### config.mk
export PLATFORM = sky130hd
export DESIGN_NAME = alu4_sched
export DESIGN_NICKNAME = d
export VERILOG_FILES = /design/src/rtl/alu4_sched.sv
export SDC_FILE = /design/constraint.sdc
export NUM_CORES = 1
export LEC_CHECK = 0
export ABC_AREA = 1
export ABC_CLOCK_PERIOD_IN_PS = 1340
export CAP_MARGIN = 30
export CORE_MARGIN = 1
export CORE_UTILIZATION = 41
export CTS_BUF_LIST = sky130_fd_sc_hd__clkbuf_2 sky130_fd_sc_hd__clkbuf_4 sky130_fd_sc_hd__clkbuf_8
export DETAILED_ROUTE_END_ITERATION = 12
export PLACE_DENSITY = 0.82
export SETUP_SLACK_MARGIN = 0.02
export SLEW_MARGIN = 20
export SYNTH_ARGS = -nofsm -noshare
export SYNTH_HDL_FRONTEND = slang
export SYNTH_SLANG_ARGS = --single-unit
### constraint.sdc
create_clock -name clk -period 1.34 [get_ports clk]
set_input_delay 0.268 -clock clk [delete_from_list [all_inputs] [get_ports clk]]
set_output_delay 0.268 -clock clk [all_outputs]
set_load 0.1 [all_outputs]
### src/rtl/alu4_sched.sv
// Round-robin scheduler sharing one external alu4 between two requesters.
// Optional feature macro: ALU4_SCHED_STATS_EN adds per-requester completion counters.
module alu4_sched #(
  parameter int INIT_PRIO = 0
) (
  input  logic       clk,
  input  logic       reset,
  input  logic [1:0] req_valid,
  input  logic [7:0] req_a,
  input  logic [7:0] req_b,
  input  logic [5:0] req_op,
  output logic [1:0] req_ready,
  output logic [3:0] alu_a,
  output logic [3:0] alu_b,
  output logic [2:0] alu_op,
  input  logic [3:0] alu_result,
  input  logic [3:0] alu_flags,
  output logic       rsp_valid,
  output logic       rsp_id,
  output logic [3:0] rsp_result,
  output logic [3:0] rsp_flags,
  input  logic       rsp_ready,
  output logic       busy
`ifdef ALU4_SCHED_STATS_EN
  ,
  output logic [7:0] stat_cnt0,
  output logic [7:0] stat_cnt1
`endif
);

  typedef enum logic [1:0] {IDLE, EXEC, RESP} state_t;

  localparam logic INIT_BIT = (INIT_PRIO != 0);

  state_t     state_reg, state_next;
  logic       prio_reg;
  logic       id_reg;
  logic [3:0] a_reg, b_reg;
  logic [2:0] op_reg;
  logic [3:0] result_reg, flags_reg;
  logic       grant;
  logic       any_req;

  logic [3:0] a_slice  [2];
  logic [3:0] b_slice  [2];
  logic [2:0] op_slice [2];

  for (genvar gi = 0; gi < 2; gi++) begin : g_slice
    assign a_slice[gi]  = req_a[gi*4 +: 4];
    assign b_slice[gi]  = req_b[gi*4 +: 4];
    assign op_slice[gi] = req_op[gi*3 +: 3];
  end

  assign any_req = |req_valid;
  // Contention goes to the priority holder; otherwise the lone requester wins.
  assign grant   = (&req_valid) ? prio_reg : req_valid[1];

  always_ff @(posedge clk) begin
    if (reset) state_reg <= IDLE;
    else       state_reg <= state_next;
  end

  always_comb begin
    state_next = state_reg;
    case (state_reg)
      IDLE:    if (any_req) state_next = EXEC;
      EXEC:    state_next = RESP;
      RESP:    if (rsp_ready) state_next = IDLE;
      default: state_next = IDLE;
    endcase
  end

  always_comb begin
    req_ready = 2'b00;
    if (state_reg == IDLE && any_req) req_ready[grant] = 1'b1;
    rsp_valid = (state_reg == RESP);
    busy      = (state_reg != IDLE);
  end

  always_ff @(posedge clk) begin
    if (reset) begin
      prio_reg   <= INIT_BIT;
      id_reg     <= 1'b0;
      a_reg      <= 4'd0;
      b_reg      <= 4'd0;
      op_reg     <= 3'd0;
      result_reg <= 4'd0;
      flags_reg  <= 4'd0;
    end else begin
      case (state_reg)
        IDLE: if (any_req) begin
          id_reg <= grant;
          a_reg  <= a_slice[grant];
          b_reg  <= b_slice[grant];
          op_reg <= op_slice[grant];
        end
        EXEC: begin
          result_reg <= alu_result;
          flags_reg  <= alu_flags;
        end
        RESP: if (rsp_ready) prio_reg <= ~id_reg;
        default: ;
      endcase
    end
  end

  // ALU inputs come straight from registers so the shared ALU never sees request-side glitches.
  assign alu_a      = a_reg;
  assign alu_b      = b_reg;
  assign alu_op     = op_reg;
  assign rsp_id     = id_reg;
  assign rsp_result = result_reg;
  assign rsp_flags  = flags_reg;

`ifdef ALU4_SCHED_STATS_EN
  logic [7:0] cnt_reg [2];

  for (genvar gi = 0; gi < 2; gi++) begin : g_stat
    always_ff @(posedge clk) begin
      if (reset)
        cnt_reg[gi] <= 8'd0;
      else if (state_reg == RESP && rsp_ready && id_reg == gi[0])
        cnt_reg[gi] <= cnt_reg[gi] + 8'd1;
    end
  end

  assign stat_cnt0 = cnt_reg[0];
  assign stat_cnt1 = cnt_reg[1];
`endif

endmodule

Word level (Yosys, flattened, before mapping)
Index checks and enable logic that the tools add are counted.
Word-level totals
  flip-flop bits (word level): 23
  bits in latches: 0
  memory bits (writable): 0
  bits in read-only memories: 0
  bits of input ports: 35
  output and inout port bits: 24
  logic and storage cells: 42
  memories kept: 0
Cells by class
  add/subtract/negate cells: 0
  multipliers: 0
  div/mod/pow operators: 0
  order comparisons: 3
  equal/unequal tests: 4
  shifts and indexed selects: 0
  mux-type cells: 16
  bitwise gates (word level): 2
  reduce and logical (&&, ||, !) cells: 9
Operator list (count)
  two-way mux 4 bit: 6
  two-way mux 3 bit: 3
  AND reduction 2 bit: 4
  two-way mux 2 bit: 3
  one-hot mux 2 bit (3 select lines): 1
  equality test 2 x 1 -> 1 bit (second input constant): 1
  equality test 2 bit (second input constant): 1
  >= comparator 2 bit (second input constant): 1
  logical AND 1 bit: 2
  logical NOT 2 bit: 1
  less-than comparator 1 x 2 -> 1 bit (second input constant): 1
  two-way mux 1 bit: 2
  != test 2 x 1 -> 1 bit (second input constant): 1
  != test 2 bit (second input constant): 1
  NOT 1 -> 2 bit: 1
  nonzero test 2 bit: 1
  OR reduction 2 bit: 1
  demux 1 bit (select 1 bit): 1
  >= comparator 1 bit (second input constant): 1
  NOT 1 bit: 1

Logic depth before layout (Yosys ltp)
  depth after elaboration: 7
  mapped depth: 7
  depth with buffers taken out: 6

Worst setup path before layout
OpenSTA, ideal clock, no wires.
  path type: reg2out
  start point: register state_reg[1]
  end point: output port req_ready[0]
  arrival: 1990 ps
  required time: 1072 ps
  setup slack: -918 ps
  stages on the path, launching flop included: 5
  path buffers: 1
  cell sequence: dfxtp_1 > nor2_2 > o21ai_2 > buf_6 > nor2_1
On the way
  cells in the longest elaborated chain, start to end: 3
RTL lines
  start, declared: RTL line 35  | state_t state_reg, state_next;
  start signal, assigned: RTL line 60  | else state_reg <= state_next;
  logical NOT 2 bit: RTL line 75  | if (state_reg == IDLE && any_req) req_ready[grant] = 1'b1;
  logical AND 1 bit: RTL line 75
  two-way mux 2 bit: RTL line 75
  end, declared: RTL line 12  | output logic [1:0] req_ready,
Every way passes these cells.

Worst setup path after layout
Ends and elaborated chain as after synthesis.

==> qor.csv <==
stage;metric;value;unit
place;io_buffers;58;
clock_tree;cts_buffer_depth;2;
sta;rsz0062_at_grt;true;
die;die_height;55.4;microns
logic_synthesis;synth_top_area_cell;dfxtp_1;
detailed_routing;vias_per_cell;4.72;
grt;grt_max_degree;23;
grt;grt_pass1_vias;1271;
setup_path;cp-start-kind;flip-flop;
logic_synthesis;synth_top_family_by_area;simple AND/OR/NAND/NOR gates;
pwr;p_leak;0.00102;uW
detailed_routing;post-route-drc-count;0;
pwr;p_total;2580;uW
detailed_routing;drtIter0Drc;30;
setup_path;critPathKind;reg2out;
layout;final_cells;280;
die;initial_utilization;0.451;
die;fp.coreArea;0.00259;sq mm
sta;fin_ws;-0.148;ns
logic_synthesis;syn_area;0.00117;sq mm
logic_synthesis;synthAdderAreaFrac;0;
die;fp.dieArea;0.00307;sq mm
run_status;outcome;complete, but fails checks;
setup_path;critPathArrivalTime;1.22;ns
setup_path;cp_max_fo;4;
clock_tree;cts_buffers;3;
detailed_routing;first_pass_iters;4;
logic_synthesis;synth-seq-cells;23;
logic_synthesis;synth-simple-area-share;0.337;
pwr;power_density;1190;mW/mm^2
setup_path;worstPathRequired;1.07;ns
logic_synthesis;synth_xor_area_frac;0;
sta;skew;0.00544;ns
sta;setup_viol;4;
sta;hold_violations;0;
detailed_routing;num_vias;1321;
pwr;switchingPower;1150;uW
setup_path;cpMostUsedCell;nor2_4;
pwr;p_sw_frac;0.446;
die;rows;18;
logic_synthesis;syn_nets;217;
layout;fin_nets;286;
detailed_routing;post_drt_wl_per_cell;11.9;microns
detailed_routing;drtAntennaViolNets;0;
sta;tightest_slew;0.594;ns
clock_tree;cts_tree;built;
logic_synthesis;yosys.cell_types.count;18;
logic_synthesis;seq_area_frac_synth;0.394;
logic_synthesis;avgSynthCellArea;6.42;sq um
clock_tree;h-tree-depth;1;
run_status;violations;negative setup slack;
layout;diodes;0;
logic_synthesis;synth_compound_area_frac;0.116;
clock_tree;clk_root_buffer_cell;clkbuf_4;
setup_path;max_stage_delay;0.40;ns
setup_path;reg2reg_slack;0.12;ns
logic_synthesis;yosys_warnings;0;
pwr;pwr-share-clk;0.134;
place;pre_cts_ws;-0.266;ns
sta;maxSlewHeadroom;0.603;
grt;grt_use_total;0.224;
clock_tree;path_clk_slew;0.13;ns
clock_tree;clk_latency;0.32;ns
layout;syn2layout_area_growth;85.4;%
sta;fmax;0.672;GHz
grt;antenna_found_initial;0;
place;dp_cells;270;
layout;nFillCells;164;
sta;drv_slew;0;
pwr;sequentialPowerShare;0.326;
hold_path;min_path_type;reg2reg;
job;max-cap-violations;0;
logic_synthesis;synth.top_cell.area_share;0.394;
place;dp_hpwl;2370;microns
die;ios;59;
clock_tree;numClockSinks;23;
sta;timing.final.crit_share;1.11;
detailed_routing;drt_wl_total;3340;microns
layout;drive_gt1_frac;0.252;
layout;register_area;470;sq um
sta;fin_crit;1.49;ns
sta;fin_tns_setup;-0.396;ns
layout;utilization;0.837;
pwr;p_comb_frac;0.540;
logic_synthesis;syn_inst;182;
grt;grt_overflow;0;
grt;grt_first_pass_wirelength;5530;microns
place;gp_congestion;0.780;
die;die_x;55.4;microns
logic_synthesis;synthMuxAreaShare;0;
setup_path;path_cells;nor2_4 -> o21ai_2 -> nor2_4 -> buf_12;
pwr;internal-power;1430;uW
setup_path;cp-end-kind;output port;
layout;multi_input_comb_area;561;sq um
setup_path;critPathSlowestCell;dfxtp_4;
logic_synthesis;ys_top_cells_by_area;dfxtp_1 39%, nor2_1 13%, nand2_1 12%;
pwr;ir_worst_vdd;1.06;mV
## power by group through the flow
| stage | registers, uW | logic (uW) | clock network (uW) |
|---|---|---|---|
| after CTS | 840 | 1380 | 343 |
| final | 842 | 1390 | 346 |
| after global routing | 851 | 1460 | 386 |
| after detailed placement | 855 | 1360 | 0 |
| after floorplan | 1300 | 377 | 0 |
| after global placement | 850 | 1340 | 0 |
## what timing repair did
action / CTS / global route
setup endpoints to repair: 4 / 13
buffers inserted: 3 / 3
hold buffers: 0 / 0
gates resized for setup: 9 / 3
hold endpoints to repair: 0 / 0
pin swaps: 3 / 5
## cell families after synthesis
| family | Yosys count |
|---|---|
| and+or+nand+nor | 95 |
| AOI/OAI and AO/OA | 25 |
| DFF | 23 |
| buffers and inverters | 39 |
## per-layer routing
layer  track usage  routed length (microns)  part of all wire  vias up
li1              -                        -                 -      685
met1         0.228                     1320              0.39      598
met2         0.437                     1820              0.54       36
met3        0.0632                      183             0.055        2
met4        0.0607                       23            0.0069        0
met5             0                        0                 0        -
## metrics by stage
stage                     hold WS [ns]  instance area (sq um)
after floorplan                  0.323                   1200
after global placement           0.463                   2070
after detailed placement         0.475                   2070
after CTS                        0.512                   2140
after global routing             0.522                   2170
final                            0.509                   2170
## synthesized netlist by cell type, drive strengths merged
library cell and count:
buf 9, nor2 45, a21oi 14, dfxtp 23, nand3 12, a21boi 1
nand2 38, inv 30, o21ai 10
## area by class of cell
type,count,share of cell area
Multi-Input combinational cell,120,0.259
Inverter,30,0.0560
Clock buffer,4,0.0139
Timing Repair Buffer,73,0.437
Tap cell,30,0.0173
Sequential cell,23,0.217
## worst max-delay path: cells and delay by family (launching register included)
family / cells / cell delay [ns]
buffers and inverters: 1 / 0.18
and+or+nand+nor: 2 / 0.24
AOI/OAI and AO/OA: 1 / 0.09
DFF: 1 / 0.40
## cells in the final DEF, fill, tap and decap left out, types with 4 or more instances in the layout
| cell type | synthesis | final |
|---|---|---|
| nand2_1 | 36 | 35 |
| buf_4 | 1 | 13 |
| clkdlybuf4s50_1 | 0 | 32 |
| clkbuf_4 | 0 | 4 |
| buf_12 | 0 | 25 |
| a21oi_1 | 13 | 13 |
| o21ai_0 | 9 | 9 |
| nand3_1 | 12 | 12 |
| nor2_4 | 1 | 4 |
| dfxtp_1 | 23 | 19 |
| nor2_1 | 42 | 40 |
| inv_1 | 26 | 25 |
## path summary, 6_finish.rpt
| path | startpoint | to | cells after the start |
|---|---|---|---|
| hold reg to reg | rsp_id$_SDFFE_PP0P_ | rsp_id$_SDFFE_PP0P_ | 2 |
| setup / recovery | state_reg[1]$_SDFFE_PP0P_ | req_ready[0] | 4 |
| setup reg to reg | state_reg[0]$_SDFFE_PP0P_ | rsp_result[0]$_SDFFE_PP0N_ | 7 |
| hold / removal | rsp_id$_SDFFE_PP0P_ | rsp_id$_SDFFE_PP0P_ | 2 |
No activity file was read; power rests on OpenSTA's default activity.
